**config.mk**
```make
export PLATFORM = sky130hd
export DESIGN_NAME = fetch_unit
export DESIGN_NICKNAME = d
export VERILOG_FILES = /design/src/rtl/fetch_unit.sv
export SDC_FILE = /design/constraint.sdc
export NUM_CORES = 1
export LEC_CHECK = 0
export BUFFER_PORTS_ARGS = -buffer_cell sky130_fd_sc_hd__buf_2
export CAP_MARGIN = 5
export CORE_MARGIN = 2
export CORE_UTILIZATION = 25
export CTS_CLUSTER_DIAMETER = 80
export DETAILED_ROUTE_END_ITERATION = 16
export HOLD_SLACK_MARGIN = 0.05
export PLACE_DENSITY_LB_ADDON = 0.12
export SKIP_LAST_GASP = 1
export SLEW_MARGIN = 20
export SYNTH_ARGS = -nofsm -noshare
export SYNTH_HDL_FRONTEND = slang
export SYNTH_SLANG_ARGS = --single-unit
export TNS_END_PERCENT = 1
```
**constraint.sdc**
```tcl
create_clock -name clk -period 3.6 [get_ports clk]
set_input_delay 0.36 -clock clk [delete_from_list [all_inputs] [get_ports clk]]
set_output_delay 0.36 -clock clk [all_outputs]
set_load 0.02 [all_outputs]
```
**src/rtl/fetch_unit.sv**
```systemverilog
`timescale 1ns/1ps
`default_nettype none
// fetch_unit: owns the PC, drives a synchronous ROM and tags each returned word with its PC.
// Words leave through a credit-limited skid FIFO; redirects squash in-flight words.
module fetch_unit #(
    parameter int                ADDR_W   = 8,
    parameter int                INSTR_W  = 32,
    parameter int                ROM_LAT  = 1,
    parameter logic [ADDR_W-1:0] RESET_PC = '0
) (
    input  logic               clk,
    input  logic               reset,
    output logic [ADDR_W-1:0]  rom_addr,
    input  logic [INSTR_W-1:0] rom_q,
    input  logic               stall,
    input  logic               redirect_valid,
    input  logic [1:0]         redirect_kind,
    input  logic [15:0]        branch_imm,
    input  logic [25:0]        jump_index,
    input  logic [31:0]        jr_addr,
    output logic [INSTR_W-1:0] instr_out,
    output logic [ADDR_W-1:0]  instr_pc,
    output logic               instr_valid,
    output logic [31:0]        link_addr,
    output logic [1:0]         state_dbg
);

    localparam int DEPTH = ROM_LAT + 1;

    typedef enum logic [1:0] {
        BOOT  = 2'd0,
        RUN   = 2'd1,
        DRAIN = 2'd2
    } state_t;

    state_t state, state_nx;

    logic [ADDR_W-1:0]  fetch_pc;
    logic               tag_v  [ROM_LAT];
    logic [ADDR_W-1:0]  tag_pc [ROM_LAT];
    logic [INSTR_W-1:0] fifo_d    [DEPTH];
    logic [INSTR_W-1:0] fifo_d_nx [DEPTH];
    logic [ADDR_W-1:0]  fifo_p    [DEPTH];
    logic [ADDR_W-1:0]  fifo_p_nx [DEPTH];
    logic [2:0]         cnt, cnt_nx;
    logic [2:0]         inflight;
    logic [2:0]         occ;
    logic               accept, pop, push, issue, overflow;
    logic [31:0]        br_sum;
    logic [ADDR_W-1:0]  target;
    logic [ADDR_W-1:0]  pc_plus1;
    logic               unused_bits;

    assign instr_valid = (cnt != 3'd0);
    assign instr_out   = fifo_d[0];
    assign instr_pc    = fifo_p[0];
    assign rom_addr    = fetch_pc;
    assign state_dbg   = state;
    assign pc_plus1    = instr_pc + 1'b1;
    assign link_addr   = {{(32-ADDR_W){1'b0}}, pc_plus1};

    assign accept = redirect_valid && instr_valid && (redirect_kind != 2'b11);
    assign pop    = instr_valid && (!stall || accept);
    assign push   = tag_v[ROM_LAT-1] && !accept;

    always_comb begin
        inflight = '0;
        for (int i = 0; i < ROM_LAT; i++) begin
            inflight = inflight + {2'b00, tag_v[i]};
        end
    end

    // Credit: everything issued and not yet retired must fit in the skid FIFO.
    assign occ   = inflight + cnt - {2'b00, pop};
    assign issue = !accept && (occ < 3'(DEPTH));

    assign br_sum = {{(32-ADDR_W){1'b0}}, instr_pc} + 32'd1 + {{16{branch_imm[15]}}, branch_imm};

    always_comb begin
        target = fetch_pc;
        case (redirect_kind)
            2'b00:   target = br_sum[ADDR_W-1:0];
            2'b01:   target = jump_index[ADDR_W-1:0];
            2'b10:   target = jr_addr[ADDR_W-1:0];
            default: target = fetch_pc;
        endcase
    end

    assign unused_bits = ^{br_sum[31:ADDR_W], jump_index[25:ADDR_W], jr_addr[31:ADDR_W]};

    always_comb begin
        fifo_d_nx = fifo_d;
        fifo_p_nx = fifo_p;
        cnt_nx    = cnt;
        if (pop) begin
            for (int i = 0; i < DEPTH - 1; i++) begin
                fifo_d_nx[i] = fifo_d[i+1];
                fifo_p_nx[i] = fifo_p[i+1];
            end
            cnt_nx = cnt - 3'd1;
        end
        if (push) begin
            for (int i = 0; i < DEPTH; i++) begin
                if (3'(i) == cnt_nx) begin
                    fifo_d_nx[i] = rom_q;
                    fifo_p_nx[i] = tag_pc[ROM_LAT-1];
                end
            end
            cnt_nx = cnt_nx + 3'd1;
        end
        if (accept) begin
            cnt_nx = '0;
        end
    end

    assign overflow = push && ((cnt - {2'b00, pop}) == 3'(DEPTH));

    always_comb begin
        state_nx = state;
        case (state)
            BOOT:    state_nx = RUN;
            RUN:     if (accept) state_nx = DRAIN;
            DRAIN:   if (push) state_nx = RUN;
            default: state_nx = BOOT;
        endcase
    end

    always_ff @(posedge clk or negedge reset) begin
        if (!reset) begin
            state    <= BOOT;
            fetch_pc <= RESET_PC;
            cnt      <= '0;
            for (int i = 0; i < ROM_LAT; i++) begin
                tag_v[i]  <= 1'b0;
                tag_pc[i] <= '0;
            end
            for (int i = 0; i < DEPTH; i++) begin
                fifo_d[i] <= '0;
                fifo_p[i] <= '0;
            end
        end else begin
            state  <= state_nx;
            cnt    <= cnt_nx;
            fifo_d <= fifo_d_nx;
            fifo_p <= fifo_p_nx;
            if (accept) begin
                fetch_pc <= target;
            end else if (issue) begin
                fetch_pc <= fetch_pc + 1'b1;
            end
            tag_v[0]  <= issue;
            tag_pc[0] <= fetch_pc;
            for (int i = 1; i < ROM_LAT; i++) begin
                tag_v[i]  <= tag_v[i-1] && !accept;
                tag_pc[i] <= tag_pc[i-1];
            end
        end
    end

    assert property (@(posedge clk) disable iff (!reset) !overflow);

endmodule
`default_nettype wire

```
==> impl_metrics.yaml <==
clock_tree:
  clock_tree.buffer_depth: 2
  ctsRootBufferMaster: "clkbuf_16"
  cts_post_setup_buffers_inserted: 0
  clkSinkCount: 102
  worst_path_clk_slew_ns: 0.07
  htree_levels: 3
  cts_resized: 0
  cts_tree: "built"
  cts_made_buffers: 9
  cts_hold_buffers: 0
  insertion_delay_ns: 0.35
global_routing:
  grt_start_max_net_pins: 53
  first_global_vias: 4360
  track_usage: 0.1240
  global_route.overflow_total: 0
  global_route_wire_length_before_repair_mm: 23.74
  antenna_violations_before_repair: 0
sta:
  maxSlewHeadroom: 0.5305
  skew_ns: 0.005462
  rsz_0062_raised_after_global_routing: "no"
  timing.fmax_ghz: 0.3098
  post-route-period-util: 0.8966
  worst_slack_ns: 0.3723
  hold_vio_cnt_final: 0
  worst-slew-pin-transition_ns: 0.7043
  slew_violations: 0
  period_needed_ns: 3.228
  hold_ws_ns: 0.03732
  setup_total_negative_slack_ns: 0
  report.final.setup_viol: 0
power:
  p_sw_mw: 2.484
  p_per_area_mw_per_mm2: 881.3
  max-vdd-ir-drop_uv: 285.9
  part_of_the_power_in_combinational_logic: 0.483
  finalPower_mw: 6.049
  clock_power_share: 0.170
  swShare: 0.4106
  cellLeakagePower_nw: 3.433
  share_seq_of_total_power: 0.347
  p_int_mw: 3.566
synth:
  syn-mean-instance-area_um2: 10.56
  synth-edff-count: 0
  post_synth_num_cell_types: 57
  synth_adder_area_share: 0.04460
  synth_compound_gate_area_share: 0.06564
  combinational_family_with_the_most_area_after_synthesis: "multiplexers"
  synth-simple-area-share: 0.1355
  asyncSetResetFlopFracSynth: 1.000
  yosys_warnings: 0
  synthesis.area_mm2: 0.005947
  postSynthRegisterBits: 102
  synth_ff_type: "dfrtp_1"
  netlist_instances: 563
  synth-xor-area-share: 0.02125
  ys_seq_area_frac: 0.4292
  muxShareOfSynthArea: 0.1883
layout:
  multi_input_logic_area_mm2: 0.002815
  regArea_mm2: 0.002552
  final_cell_mix: "nand2_1 (132), buf_2 (119), dfrtp_1 (102)"
  share_of_post_route_cells_with_drive_strength_above_1: 0.3008
  layout.cells.most_common: "nand2_1"
  final.fill_count: 2438
  instances_no_fill: 964
  area_growth_syn_to_layout_pct: 15.42
  design.final.nets: 772
  num_antenna_cells: 0
setup_path:
  most_frequent_cell_on_the_critical_path: "nand2_1"
  setup.worst_path.end_class: "flop"
  reg2reg_from: "cnt[1]"
  critical_path_class: "reg -> reg"
  timing.critical_path.cells: "inv_1, ha_1, nor2b_1, a21oi_4, xnor2_1, nand2_1, fa_1, xnor3_1, nand2_1, or4b_2, o311ai_0"
  cp.arrival_ns: 3.46
  regToRegSetupSlack_ns: 0.37
  worstPathMaxFanout: 5
  cp-startpoint: "cnt[1]"
  worst_reg_to_reg_path_cell_count: 11
  worst-path-buf-inv: 1
  cp_num_cells: 11
  crit_path_max_incr_delay_ns: 0.63
  critPathSlowestCell: "or4b_2"
  cp-start-kind: "flop"
  cpLargestDelayFamily: "simple AND/OR/NAND/NOR gates"
  required_time_of_the_critical_path_ns: 3.83
floorplan:
  floorplan.initialDensity: 0.2541
  dieArea_mm2: 0.02504
  placeableCoreArea_mm2: 0.02340
  die_height_um: 158.2
  std_cell_rows: 56
  dieWidth_um: 158.2
  pin_count: 195
detailed_routing:
  post_drt_via_cell_ratio: 4.313
  number_of_search_and_repair_iterations_in_the_first_detailed_routing_pass: 4
  routed_wire_length_per_instance_um: 15.66
  drc: 0
  drt_wl_total_mm: 15.10
  ant_nets: 0
  drt-initial-drc-count: 151
  detailroute.via_count: 4158
status:
  run_status: "complete, no violations"
hold_path:
  min_path_type: "in -> async"
run:
  number_of_max_cap_violations: 0
placed_design:
  dp_worst_setup_slack_ns: 0.3796
  hpwlAfterDp_mm: 10.68
  buffer_ports.inserted: 120
  place.detailed.instances: 948
  place.gp.congestion: 0.7915
-- synth_stat cells, types with 4 or more instances --
master	count	area (µm²)
buf_4	64	480.5
mux2_4	39	585.6
nand3_1	9	45.04
xnor2_1	6	52.55
nand2_1	132	495.5
o21ai_0	8	40.04
a22o_1	4	35.03
mux2i_1	5	50.05
inv_1	12	45.04
nor2_1	15	56.30
and3_1	5	31.28
ha_1	18	225.2
clkbuf_1	11	41.29
or3_1	4	25.02
a21oi_1	6	30.03
buf_6	8	90.09
mux2_1	41	461.7
nand2b_1	4	25.02
xor2_1	4	35.03
dfrtp_1	102	2552
-- flip-flops by register name (all words and copies together), names as in the netlist, 2 cells and up --
signal / cells
instr_pc: 8
rom_addr: 8
instr_out: 32
state_dbg: 2
cnt: 3
fifo_p: 8
fifo_d: 32
tag_pc: 8
-- final timing paths --
path | to
worst max-delay path | rom_addr[7]
worst min-delay path | instr_out[0]
worst max register to register | rom_addr[7]
worst min register to register | tag_pc[7]
max in group asynchronous | fifo_d[29]
min in group clk | instr_out[12]
-- power by group through the flow --
| stage | Clock (mW) | Sequential, mW | Combinational [mW] |
|---|---|---|---|
| 2_1_floorplan | 0 | 2.05 | 2.38 |
| 3_3_place_gp | 0 | 2.10 | 2.90 |
| 3_5_place_dp | 0 | 2.13 | 2.98 |
| 4_1_cts | 1.08 | 2.11 | 2.99 |
| 5_1_grt | 1.11 | 2.18 | 3.27 |
| 6_report | 1.03 | 2.10 | 2.92 |
-- final cells by class --
class	count	area share
clock buffer	14	0.03992
clock inverter	2	0.005651
inverter	13	0.007109
multi-input combinational	383	0.4101
sequential	102	0.3719
tap	319	0.05815
timing repair buffer	131	0.1072
-- through the flow --
step	utilization	cell area (µm²)
after global routing	0.2933	6864
after floorplan	-	6033
after global placement	0.2799	6551
final	0.2933	6864
after CTS	0.2933	6864
after detailed placement	0.2799	6551
-- per-layer routing --
layer | wire length (µm) | track usage | vias to the layer above
met4 | 228 | 0.04290 | 0
met3 | 538 | 0.01834 | 13
met5 | 0 | 0 | -
met1 | 6989 | 0.1618 | 2072
li1 | - | - | 1970
met2 | 7342 | 0.2095 | 103
-- kinds of logic after synthesis --
logic type / count (synthesis)
adders and majority gates: 20
xor gates and xnor gates: 12
and+or+nand+nor: 188
DFF: 102
AOI/OAI and AO/OA: 52
other: 1
buffers and inverters: 101
muxes: 87
Power figures use the tool's default switching activity.
